[config.mk]
export PLATFORM = sky130hd
export DESIGN_NAME = ctrl_uart2fifo_flat
export DESIGN_NICKNAME = d
export VERILOG_FILES = /design/src/rtl/dac_adc_pkg.sv /design/src/rtl/ctrl_uart2fifo_if.sv /design/src/rtl/byte_timeout_timer.sv /design/src/rtl/ctrl_uart2fifo.sv /design/src/flat_wrapper.sv
export SDC_FILE = /design/constraint.sdc
export NUM_CORES = 1
export LEC_CHECK = 0
export ABC_AREA = 1
export CORE_MARGIN = 4
export CORE_UTILIZATION = 45
export CTS_CLUSTER_SIZE = 20
export DETAILED_ROUTE_END_ITERATION = 6
export PLACE_DENSITY = 0.7
export SLEW_MARGIN = 20
export SYNTH_ARGS = -nofsm -noshare
export SYNTH_HDL_FRONTEND = slang
export SYNTH_SLANG_ARGS = --single-unit
[constraint.sdc]
create_clock -name clk -period 1.6 [get_ports clk]
set_clock_uncertainty 0.15 [all_clocks]
set_input_delay 0.16 -clock clk [delete_from_list [all_inputs] [get_ports clk]]
set_output_delay 0.16 -clock clk [all_outputs]
set_load 0.03 [all_outputs]
[src/rtl/dac_adc_pkg.sv]
// Shared definitions for the DAC/ADC sample-transport blocks: FSM state codes,
// sample/byte widths and the byte-pair to sample packing helper.
package dac_adc_pkg;

    localparam int SAMPLE_W    = 12;
    localparam int BYTE_W      = 8;
    localparam int HI_NIBBLE_W = 4;

    localparam logic [1:0] IDLE    = 2'd0;
    localparam logic [1:0] WAIT_LO = 2'd1;
    localparam logic [1:0] WAIT_HI = 2'd2;

    typedef logic [SAMPLE_W-1:0]    sample_t;
    typedef logic [BYTE_W-1:0]      byte_t;
    typedef logic [HI_NIBBLE_W-1:0] nibble_t;

    // Sample layout on the wire: low byte first, then the top nibble.
    function automatic sample_t pack_sample(input nibble_t hi, input byte_t lo);
        return {hi, lo};
    endfunction

endpackage

[src/rtl/ctrl_uart2fifo_if.sv]
// Handshake bundle between the UART receiver, the DAC playback FIFO and the
// UART-to-FIFO controller. master = controller view, slave = surrounding logic.
interface ctrl_uart2fifo_if #(
    parameter int CNT_W = 16
);
    import dac_adc_pkg::*;

    logic             start_all;
    logic             uart_rx_done;
    byte_t            uart_rx_data;
    logic             fifo_wrreq;
    sample_t          fifo_wrdata;
    logic             fifo_full;
    logic             fifo_almost_full;
    logic             dac_play_start;
    logic             err_overflow;
    logic             err_timeout;
    logic [CNT_W-1:0] words_written;

    modport master (
        input  start_all,
        input  uart_rx_done,
        input  uart_rx_data,
        input  fifo_full,
        input  fifo_almost_full,
        output fifo_wrreq,
        output fifo_wrdata,
        output dac_play_start,
        output err_overflow,
        output err_timeout,
        output words_written
    );

    modport slave (
        output start_all,
        output uart_rx_done,
        output uart_rx_data,
        output fifo_full,
        output fifo_almost_full,
        input  fifo_wrreq,
        input  fifo_wrdata,
        input  dac_play_start,
        input  err_overflow,
        input  err_timeout,
        input  words_written
    );

endinterface

[src/rtl/byte_timeout_timer.sv]
// Inter-byte watchdog: counts while run=1, expired flags the cycle in which the
// count sits at TIMEOUT_CYCLES-1. clr has priority over run.
module byte_timeout_timer #(
    parameter int TIMEOUT_CYCLES = 50000
) (
    input  logic clk,
    input  logic srst,
    input  logic clr,
    input  logic run,
    output logic expired
);

    localparam int TMR_W = (TIMEOUT_CYCLES > 2) ? $clog2(TIMEOUT_CYCLES) : 1;
    localparam logic [TMR_W-1:0] LAST = TMR_W'(TIMEOUT_CYCLES - 1);

    logic [TMR_W-1:0] count_reg;

    always_ff @(posedge clk) begin
        if (srst || clr) begin
            count_reg <= '0;
        end else if (run) begin
            count_reg <= count_reg + 1'b1;
        end
    end

    assign expired = run && (count_reg == LAST);

endmodule

[src/rtl/ctrl_uart2fifo.sv]
// Reassembles 12-bit samples from UART byte pairs and writes them to the DAC FIFO.
// Optional macro CTRL_UART2FIFO_NIBBLE_CHECK_EN: non-zero high nibble forces a resync.
module ctrl_uart2fifo
    import dac_adc_pkg::*;
#(
    parameter int TIMEOUT_CYCLES = 50000,
    parameter int CNT_W          = 16
) (
    input  logic               clk,
    input  logic               rst,
    ctrl_uart2fifo_if.master   bus
);

    logic [1:0]       state_reg, state_next;
    byte_t            lo_reg, lo_next;
    logic             fifo_wrreq_reg, fifo_wrreq_next;
    sample_t          fifo_wrdata_reg, fifo_wrdata_next;
    logic [CNT_W-1:0] words_written_reg, words_written_next;
    logic             play_armed_reg, play_armed_next;
    logic             dac_play_start_reg, dac_play_start_next;
    logic             err_overflow_reg, err_overflow_next;
    logic             err_timeout_reg, err_timeout_next;

    logic tmr_clr;
    logic tmr_run;
    logic tmr_expired;
    logic nibble_bad;

    byte_timeout_timer #(
        .TIMEOUT_CYCLES(TIMEOUT_CYCLES)
    ) u_timer (
        .clk     (clk),
        .srst    (rst),
        .clr     (tmr_clr),
        .run     (tmr_run),
        .expired (tmr_expired)
    );

`ifdef CTRL_UART2FIFO_NIBBLE_CHECK_EN
    assign nibble_bad = (bus.uart_rx_data[BYTE_W-1:HI_NIBBLE_W] != '0);
`else
    logic unused_hi_nibble;
    assign unused_hi_nibble = ^bus.uart_rx_data[BYTE_W-1:HI_NIBBLE_W];
    assign nibble_bad       = 1'b0;
`endif

    always_comb begin
        state_next          = state_reg;
        lo_next             = lo_reg;
        fifo_wrreq_next     = 1'b0;
        fifo_wrdata_next    = fifo_wrdata_reg;
        words_written_next  = words_written_reg;
        play_armed_next     = play_armed_reg;
        dac_play_start_next = 1'b0;
        err_overflow_next   = 1'b0;
        err_timeout_next    = 1'b0;
        tmr_clr             = 1'b0;
        tmr_run             = 1'b0;

        if (play_armed_reg && (state_reg != IDLE) && bus.fifo_almost_full) begin
            dac_play_start_next = 1'b1;
            play_armed_next     = 1'b0;
        end

        // Restart beats everything, including a byte arriving in the same cycle.
        if (bus.start_all) begin
            state_next         = WAIT_LO;
            words_written_next = '0;
            play_armed_next    = 1'b1;
            tmr_clr            = 1'b1;
        end else begin
            case (state_reg)
                IDLE: ;
                WAIT_LO: begin
                    if (bus.uart_rx_done) begin
                        lo_next    = bus.uart_rx_data;
                        tmr_clr    = 1'b1;
                        state_next = WAIT_HI;
                    end
                end
                WAIT_HI: begin
                    tmr_run = 1'b1;
                    if (bus.uart_rx_done) begin
                        if (nibble_bad) begin
                            // Treat the stray byte as the start of a fresh pair.
                            err_timeout_next = 1'b1;
                            lo_next          = bus.uart_rx_data;
                            tmr_clr          = 1'b1;
                        end else begin
                            if (!bus.fifo_full) begin
                                fifo_wrreq_next    = 1'b1;
                                fifo_wrdata_next   = pack_sample(bus.uart_rx_data[HI_NIBBLE_W-1:0], lo_reg);
                                words_written_next = words_written_reg + 1'b1;
                            end else begin
                                err_overflow_next = 1'b1;
                            end
                            state_next = WAIT_LO;
                        end
                    end else if (tmr_expired) begin
                        err_timeout_next = 1'b1;
                        state_next       = WAIT_LO;
                    end
                end
                default: state_next = IDLE;
            endcase
        end
    end

    always_ff @(posedge clk) begin
        if (rst) begin
            state_reg          <= IDLE;
            lo_reg             <= '0;
            fifo_wrreq_reg     <= 1'b0;
            fifo_wrdata_reg    <= '0;
            words_written_reg  <= '0;
            play_armed_reg     <= 1'b0;
            dac_play_start_reg <= 1'b0;
            err_overflow_reg   <= 1'b0;
            err_timeout_reg    <= 1'b0;
        end else begin
            state_reg          <= state_next;
            lo_reg             <= lo_next;
            fifo_wrreq_reg     <= fifo_wrreq_next;
            fifo_wrdata_reg    <= fifo_wrdata_next;
            words_written_reg  <= words_written_next;
            play_armed_reg     <= play_armed_next;
            dac_play_start_reg <= dac_play_start_next;
            err_overflow_reg   <= err_overflow_next;
            err_timeout_reg    <= err_timeout_next;
        end
    end

    assign bus.fifo_wrreq     = fifo_wrreq_reg;
    assign bus.fifo_wrdata    = fifo_wrdata_reg;
    assign bus.words_written  = words_written_reg;
    assign bus.dac_play_start = dac_play_start_reg;
    assign bus.err_overflow   = err_overflow_reg;
    assign bus.err_timeout    = err_timeout_reg;

endmodule

[src/flat_wrapper.sv]
// flat-port wrapper written by rule: the top's interface ports become plain ports
module ctrl_uart2fifo_flat import dac_adc_pkg::*;
#(
    parameter int TIMEOUT_CYCLES = 50000,
    parameter int CNT_W          = 16
)
  (clk, rst, bus_start_all, bus_uart_rx_done, bus_uart_rx_data, bus_fifo_full, bus_fifo_almost_full, bus_fifo_wrreq, bus_fifo_wrdata, bus_dac_play_start, bus_err_overflow, bus_err_timeout, bus_words_written);
  ctrl_uart2fifo_if #(.CNT_W(CNT_W)) bus_i ();
  input  logic clk;
  input  logic rst;
  input wire logic [$bits(bus_i.start_all)-1:0] bus_start_all;
  input wire logic [$bits(bus_i.uart_rx_done)-1:0] bus_uart_rx_done;
  input wire logic [$bits(bus_i.uart_rx_data)-1:0] bus_uart_rx_data;
  input wire logic [$bits(bus_i.fifo_full)-1:0] bus_fifo_full;
  input wire logic [$bits(bus_i.fifo_almost_full)-1:0] bus_fifo_almost_full;
  output wire logic [$bits(bus_i.fifo_wrreq)-1:0] bus_fifo_wrreq;
  output wire logic [$bits(bus_i.fifo_wrdata)-1:0] bus_fifo_wrdata;
  output wire logic [$bits(bus_i.dac_play_start)-1:0] bus_dac_play_start;
  output wire logic [$bits(bus_i.err_overflow)-1:0] bus_err_overflow;
  output wire logic [$bits(bus_i.err_timeout)-1:0] bus_err_timeout;
  output wire logic [$bits(bus_i.words_written)-1:0] bus_words_written;
  assign bus_i.start_all = bus_start_all;
  assign bus_i.uart_rx_done = bus_uart_rx_done;
  assign bus_i.uart_rx_data = bus_uart_rx_data;
  assign bus_i.fifo_full = bus_fifo_full;
  assign bus_i.fifo_almost_full = bus_fifo_almost_full;
  assign bus_fifo_wrreq = bus_i.fifo_wrreq;
  assign bus_fifo_wrdata = bus_i.fifo_wrdata;
  assign bus_dac_play_start = bus_i.dac_play_start;
  assign bus_err_overflow = bus_i.err_overflow;
  assign bus_err_timeout = bus_i.err_timeout;
  assign bus_words_written = bus_i.words_written;
  ctrl_uart2fifo #(.TIMEOUT_CYCLES(TIMEOUT_CYCLES), .CNT_W(CNT_W)) u_core (.clk(clk), .rst(rst), .bus(bus_i));
endmodule
==> Word level (Yosys, flattened, before mapping) <==
Index checks and enable logic that the tools add are counted.
{ "classes": {"n_mux": 16, "eq_ne": 8, "reduce_logical": 15, "bitwise_logic": 5, "n_addsub": 2} }
{ "op_table": {"columns": ["operator", "count"], "rows": [
  ["$add 16x1->16 const B", 2],
  ["$eq 16x16->1 const B", 1],
  ["$mux 1", 12],
  ["$reduce_and 3->1", 4],
  ["$reduce_or 4->1", 2],
  ["$mux 2", 3],
  ["$pmux 2 s3", 1],
  ["$not 1->1", 5],
  ["$ne 2x2->1 const B", 2],
  ["$ne 4x3->1 const B", 1],
  ["$reduce_and 4->1", 1],
  ["$reduce_bool 2->1", 2],
  ["$logic_and 1x1->1", 3],
  ["$ne 3x2->1 const B", 1],
  ["$ne 3x3->1 const B", 1],
  ["$eq 2x1->1 const B", 1],
  ["$eq 2x2->1 const B", 1],
  ["$logic_not 2->1", 1],
  ["$reduce_or 2->1", 1],
  ["$logic_or 1x1->1", 1]
]} }
{ "totals": {"wordCells": 57, "out_inout_bits": 32, "regBits": 59} }

==> Logic depth before layout (Yosys ltp) <==
Gate-level depths: netlist of run 1.
{ "logic_depth": {"depth_word": 8, "mapped_depth": 10} }

==> By module <==
Synthesis of run 1 repeated with hierarchy kept, for this count alone.
{ "unflattened": {"hier_cells": 370, "hier_area_um2": 2652.5} }
{ "modules_own_cells": {"columns": ["mod", "seq_area_each_um2", "area_each_um2", "instances", "cells_each"], "rows": [
  ["ctrl_uart2fifo", 860.8, 1781.7, 1, 240],
  ["byte_timeout_timer", 320.3, 870.8, 1, 130]
]} }

==> Least setup slack after synthesis of run 1 <==
OpenSTA, ideal clock, no wires.
{ "synth_path": {"kind": "reg2reg", "startpoint": "reg u_core.words_written_reg[1] (netlist: u_core.bus.words_written[1])", "endpoint": "reg u_core.words_written_reg[10] (netlist: u_core.bus.words_written[10])", "n_path_buf": 0, "arrival_ps": 1459, "setup_slack_ps": -124, "path_stages_with_launch": 11, "setup_ps": 116, "cell_sequence": "dfxtp_1 -> ha_1 -> nand2_1 -> nor2_1 -> nand2_1 -> inv_1 -> nand2_2 -> nor2_4 -> nand3_1 -> nand2_1 -> nor2_1"} }
{ "synth_between": {"elab_chain_len": 1} }
{ "synth_lines": {"columns": ["element", "line_no", "rtl"], "rows": [
  ["start, declared", "ctrl_uart2fifo.sv:18", "logic [CNT_W-1:0] words_written_reg, words_written_next;"],
  ["start signal, assigned", "ctrl_uart2fifo.sv:125", "words_written_reg <= words_written_next;"],
  ["$add 16x1->16", "ctrl_uart2fifo.sv:93", "words_written_next = words_written_reg + 1'b1;"]
]} }
Every way passes these cells.
A chain may end at the register's enable or synchronous reset.

==> Worst setup path in the final report of run 1 <==
{ "layout_path": {"startpoint": "reg u_core.words_written_reg[0] (netlist: u_core.bus.words_written[0])", "endpoint": "out bus_words_written[0]"} }
{ "layout_lines": {"columns": ["element", "line_no", "rtl"], "rows": [
  ["end, declared", "flat_wrapper.sv:21", "output wire logic [$bits(bus_i.words_written)-1:0] bus_words_written;"]
]} }
No word-level cell between the ends.

==> results of run 1 <==
==> through the flow <==
| stage | total power [W] | TNS [ns] | hold slack (ns) |
|---|---|---|---|
| after floorplan | 0.001575 | 0 | 0.08782 |
| after global placement | 0.001650 | -2.084 | 0.2986 |
| after detailed placement | 0.001650 | -3.556 | 0.3019 |
| after CTS | 0.003099 | 0 | 0.2281 |
| after global routing | 0.003170 | 0 | 0.05432 |
| final | 0.003067 | 0 | 0.03510 |
==> where the power goes <==
group,switching (W),internal [W],total (W)
Clock,0.000579,0.000872,0.00145
Sequential,0.00000701,0.00148,0.00148
Combinational,0.0000702,0.0000608,0.000131
Total,0.000656,0.00241,0.00307
==> cells by family after synthesis <==
family	count (synthesis)
simple gates	203
compound gates	63
flops	59
buf+inv	48
fa+ha+maj	2
xor+xnor	1
==> cells in the mapped netlist, drive strengths merged <==
library cell	n	area, µm²
dfxtp	59	1181
nand2	118	455.4
clkbuf	3	11.26
ha	2	25.02
a21oi	47	235.2
nand3	14	82.58
o21ai	13	65.06
nand4	9	62.56
xor2	1	8.760
buf	5	27.53
inv	39	146.4
and3	1	6.260
nor3b	2	15.01
a21o	1	7.510
nand3b	1	7.510
o211ai	1	7.510
nor2	48	237.7
or2	3	18.77
nor3	5	25.02
clkinv	1	5.000
nor4	2	12.51
a211oi	1	7.510
==> worst paths after layout <==
path	start	end	slack, ns	cells after the start
max reg2reg	u_core.u_timer.count_reg[0]$_SDFFE_PP0P_	u_core.u_timer.count_reg[14]$_SDFFE_PP0P_	0.12	8
max	u_core.bus.words_written[0]$_SDFFE_PP0P_	bus_words_written[0]	0.09	2
min reg2reg	u_core.bus.fifo_wrdata[0]$_SDFFE_PP0P_	u_core.bus.fifo_wrdata[0]$_SDFFE_PP0P_	0.31	2
min	bus_uart_rx_done	u_core.bus.err_timeout$_SDFF_PP0_	0.04	2
==> layout make-up <==
class | instances | area, µm²
tap | 72 | 90.09
clock inverter | 5 | 77.57
clock buffer | 11 | 131.4
multi-input combinational | 269 | 1336
inverter | 40 | 151.4
sequential | 59 | 1187
timing repair buffer | 68 | 585.6
fill | 534 | 2048
==> repair_timing <==
action	4_1_cts	5_1_grt
gates resized for setup	33	17
endpoints found under the setup margin	33	17
setup buffers	0	2
pin swaps	0	3
==> layout by cell type (no fill, tap or decap), types with 8 or more instances in the layout <==
cell | synthesis | routed
nand2_1 | 113 | 112
dfxtp_1 | 59 | 56
a21oi_1 | 47 | 47
nor2_1 | 39 | 36
inv_1 | 36 | 34
dlygate4sd2_1 | 0 | 32
buf_4 | 1 | 23
nand3_1 | 13 | 12
o21ai_0 | 13 | 12
clkdlybuf4s50_1 | 0 | 12
clkbuf_8 | 0 | 9
nor2_4 | 7 | 8
nand4_1 | 8 | 8
==> critical path, delay by kind of cell (launching register included) <==
kind,cells,cell delay (ns)
flops,1,0.36
buf+inv,2,0.51
==> metal layers <==
layer / vias up / share of wire
met5: - / 0
met4: 0 / 0.026
met3: 16 / 0.042
met2: 48 / 0.48
met1: 1158 / 0.45
li1: 1354 / -
==> run_results.csv, run 1 <==
group,metric,value,unit
clock_network,insertion_delay,0.34,ns
yosys,synth_area,0.002651,mm²
timing,fin_crit,1.514,ns
floorplan,die_h,84.76,µm
power,p_leak,1.460,nW
yosys,synth_compound_area_frac,0.1218,
run_status,status,"finished clean",
global_routing,met1_usage,0.2177,
clock_network,clkSinkCount,59,
detailed_routing,drc,0,
finish,layout.nets,463,
clock_network,cts-root-buf,"clkbuf_8",
timing,rsz0062_at_grt,"false",
floorplan,die-area,0.007183,mm²
detailed_routing,wl,6.028,mm
yosys,ys_ff_latch,59,
job,cap_violations,0,
critical_path,crit_type,"flip-flop to primary output",
yosys,yosys.area_share.simple,0.3483,
timing,slew_viol_final,0,
detailed_routing,postRouteAntennaNets,0,
timing,slew_headroom,0.7862,
floorplan,start_util,0.4728,
yosys,syn_avg_cell_area,7.051,µm²
global_routing,globalRouteMet3Util,0.04809,
critical_path,arrival,1.20,ns
min_path,hold_class,"input pin to flip-flop",
detailed_routing,first_iter_violations,122,
clock_network,cts_buffer_depth,2,
global_routing,gr-total-overflow,0,
yosys,synth_fa_ha_area_frac,0.009438,
global_routing,grt_pass1_wl,10.43,mm
floorplan,num_rows,27,
placement,dpl-instance-area,0.003313,mm²
yosys,synth_top_family_by_area,"simple AND/OR/NAND/NOR gates",
timing,setup_viol,0,
placement,placedCellCount,506,
timing,finalCritPeriodShare,0.9462,
placement,dp_slack,-0.1779,ns
placement,place.detailed.hpwl,4.522,mm
critical_path,worstSetupEndpointType,"primary output",
critical_path,required,1.29,ns
clock_network,ctsHoldBuffers,0,
global_routing,grt_max_degree,24,
timing,worst_pin_slew,0.3220,ns
detailed_routing,avgViaCountPerCell,4.916,
clock_network,tritoncts,"built",
power,ir_worst_vdd,401.1,µV
finish,final_cell_area,0.003560,mm²
yosys,postSynthCellCount,376,
finish,final_core_util,0.6348,
critical_path,path_cells,"buf_4 -> dlygate4sd2_1",
critical_path,crit_path_max_incr_delay,0.39,ns
floorplan,ios,46,
detailed_routing,first_pass_iters,4,
finish,area_delta_synth_final,34.26,%
global_routing,busiest_layer,"met2",
yosys,synthXorXnorAreaFrac,0.003303,
yosys,syn_nets,392,
placement,place_congestion,0.8931,
clock_network,htree_levels,3,
finish,drive_gt1_frac,0.1549,
global_routing,globalRouteTotalUtil,0.1774,
finish,final_cells,524,
power,p_per_area,861.5,mW/mm²
yosys,ys_warn_count,0,
timing,hold_viol,0,
finish,antenna_cells,0,
critical_path,critPathLaunchType,"flip-flop",
global_routing,grt_use_met2,0.2904,
yosys,synthDistinctLibCells,30,
critical_path,critPathSlowestCell,"dlygate4sd2_1",
global_routing,grt_pass1_vias,2457,
global_routing,antenna_found_initial,0,
yosys,synth_mux_area_frac,0,
timing,fmax,0.6605,GHz
detailed_routing,via_count,2576,
floorplan,die_w,84.76,µm
clock_network,clk_pin_slew,0.06,ns
timing,layout_setup_ws,0.08606,ns
placement,io_buffers,45,
yosys,synth-seq-area-share,0.4455,
detailed_routing,wl_per_cell,11.50,µm
clock_network,cts_made_buffers,9,
floorplan,fp.coreArea,0.005608,mm²
critical_path,critPathMaxFanout,3,
Power figures use the tool's default switching activity.
==> run 2, diff against run 1 <==
ABC_AREA = 0   (was 1)
PLACE_DENSITY = 0.71   (was 0.7)
==> run 2 against run 1 <==
  * The flow now finishes with violations (setup timing)
  * Power increased by 2.6%
  * Die area shrank 7.1%
  * Synthesized area shrank 7.8%
  * Largest cell class unchanged
  * Highest routed layer unchanged
==> run_results.csv, run 2 <==
group,metric,value,unit
detailed_routing,wl_per_cell,13.56,µm
critical_path,crit_type,"flip-flop to flip-flop",
yosys,synth_area_leader_cell,"dfxtp_1",
global_routing,grt_pass1_wl,9.798,mm
yosys,ys_ff_latch,59,
critical_path,required,1.71,ns
floorplan,die_h,81.69,µm
critical_path,worstSetupEndpointType,"flip-flop",
finish,final_core_util,0.7269,
clock_network,cts_buffer_depth,2,
power,p_total,0.003147,W
global_routing,grt_pass1_vias,2264,
min_path,hold_class,"input pin to flip-flop",
timing,fmax,0.5866,GHz
clock_network,tritoncts,"built",
timing,layout_setup_ws,-0.1047,ns
floorplan,num_rows,26,
timing,rsz0062_at_grt,"true",
global_routing,antenna_found_initial,0,
finish,drive_gt1_frac,0.2969,
finish,regArea,0.001216,mm²
yosys,synthTopCellsByArea,"dfxtp_1, nand2_1, nor2_1",
detailed_routing,drc,0,
yosys,ys_warn_count,0,
placement,placedCellCount,432,
yosys,synth_commonest_cells,"dfxtp_1, nand2_1, nor2_1",
clock_network,cts-root-buf,"clkbuf_8",
placement,dpl-instance-area,0.003356,mm²
global_routing,grt_max_degree,24,
detailed_routing,postRouteAntennaNets,0,
timing,slew_headroom,0.7865,
timing,slew_viol_final,0,
floorplan,ios,46,
floorplan,die-area,0.006673,mm²
clock_network,htree_levels,3,
finish,final_cell_area,0.003760,mm²
global_routing,gr-total-overflow,0,
global_routing,globalRouteTotalUtil,0.1895,
yosys,syn_nets,298,
clock_network,insertion_delay,0.33,ns
yosys,postSynthCellCount,282,
power,ir_worst_vdd,665.6,µV
detailed_routing,avgViaCountPerCell,5.150,
timing,setup_viol,6,
floorplan,fp.coreArea,0.005172,mm²
yosys,synth_edf_count,0,
detailed_routing,first_pass_iters,4,
yosys,syn_avg_cell_area,8.665,µm²
critical_path,critPathMaxFanout,4,
floorplan,die_w,81.69,µm
detailed_routing,via_count,2338,
timing,finalCritPeriodShare,1.065,
job,cap_violations,0,
clock_network,clk_pin_slew,0.07,ns
run_status,violations,"setup timing",
detailed_routing,first_iter_violations,85,
detailed_routing,wl,6.157,mm
placement,io_buffers,45,
yosys,synth_area,0.002444,mm²
finish,antenna_cells,0,
finish,layout_commonest_cell,"buf_4",
finish,final_cells,454,
yosys,synthFlopType,"dfxtp_1",
yosys,synthDistinctLibCells,36,
critical_path,critPathLaunchType,"flip-flop",
placement,place.detailed.hpwl,4.080,mm
finish,multi_input_comb_area,0.001358,mm²
yosys,async_reset_ff_frac,0,
clock_network,clkSinkCount,59,
placement,dp_slack,-0.3915,ns
timing,fin_crit,1.705,ns
critical_path,arrival,1.82,ns
yosys,synth.most_common_cell,"dfxtp_1",
finish,mostFrequentLayoutCells,"buf_4, nand2_1, dfxtp_1",
finish,fillers,392,
finish,area_delta_synth_final,53.87,%
finish,layout.nets,395,
yosys,yosysTopAreaCellShare,0.4834,
timing,worst_pin_slew,0.3215,ns
floorplan,start_util,0.4724,
placement,place_congestion,0.8006,
power,p_per_area,836.9,mW/mm²
yosys,synth-seq-area-share,0.4834,
clock_network,cts_made_buffers,9,
run_status,status,"complete, but fails checks",
timing,hold_viol,0,
power,p_leak,1.510,nW
-- run 2: changes by cell type in the layout (fill, tap and decap cells not counted), sizes merged, moves of 4 or more --
cell / previous run / this run
xor2: 1 / 8
a21oi: 47 / 21
nand3: 14 / 10
buf: 23 / 53
inv: 39 / 7
nand2: 118 / 40
xnor2: 0 / 13
or3: 0 / 4
nor2: 48 / 36
mux2i: 0 / 10
o21ai: 13 / 5
-- run 2: cell families after synthesis --
| group | share of synthesized area |
|---|---|
| and+or+nand+nor | 0.2780 |
| DFF | 0.4834 |
| AOI/OAI and AO/OA | 0.08192 |
| xor gates and xnor gates | 0.07527 |
| buffers and inverters | 0.03021 |
| muxes | 0.04096 |
| adders and majority gates | 0.01024 |
-- run 2: critical path, stage by stage, from the launching register on --
cell and delay (ns):
dfxtp_2 0.35, nand3_1 0.12, or4_4 0.55, or3_1 0.33, a21oi_1 0.14
-- run 2: stage by stage --
stage | TNS (ns) | hold WS (ns)
global route | -1.238 | 0.2906
finish | -0.3103 | 0.2732
CTS | -0.4274 | 0.2628
global placement | -9.736 | 0.2891
detailed placement | -10.86 | 0.2918
floorplan | -0.4274 | 0.08622
-- run 2: path summary, 6_finish.rpt --
check                                                         startpoint                                        end  slack [ns]  cells after the start
worst min register to register             u_core.lo_reg[6]$_SDFFE_PP0P_     u_core.bus.fifo_wrdata[6]$_SDFFE_PP0P_        0.30                      2
worst max-delay path            u_core.u_timer.count_reg[1]$_SDFFE_PP0P_  u_core.u_timer.count_reg[13]$_SDFFE_PP0P_       -0.10                      4
worst max register to register  u_core.u_timer.count_reg[1]$_SDFFE_PP0P_  u_core.u_timer.count_reg[13]$_SDFFE_PP0P_       -0.10                      4
worst min-delay path                                 bus_uart_rx_data[1]     u_core.bus.fifo_wrdata[9]$_SDFFE_PP0P_        0.27                      3
-- run 2: timing repair --
item	in CTS	in global routing
pin swaps	4	6
buffers inserted	2	3
endpoints found under the hold margin	0	0
resized for setup	43	30
cloned	0	1
setup endpoints to repair	44	30
hold buffers	0	0
-- run 2: routing by layer --
layer,track usage,vias up,routed length [µm],part of all wire
met5,0,-,0,0
met4,0.1047,0,149,0.024
met3,0.03180,13,233,0.038
met2,0.3168,55,3042,0.49
met1,0.2311,1101,2732,0.44
li1,-,1169,-,-
-- run 2: report_power, final --
group,switching [W],internal (W),total [W],leakage (nW)
logic,0.0000649,0.0000746,0.000140,0.911
clock network,0.000569,0.000960,0.00153,0.113
registers,0.00000651,0.00147,0.00148,0.487
-- run 2: cell type report --
type | instances | share of cell area
inverters | 7 | 0.006988
well taps | 70 | 0.02329
clock inverters | 4 | 0.01930
flip-flops and latches | 59 | 0.3235
multi-input cells | 204 | 0.3611
repair buffers | 98 | 0.2246
clock buffers | 12 | 0.04126
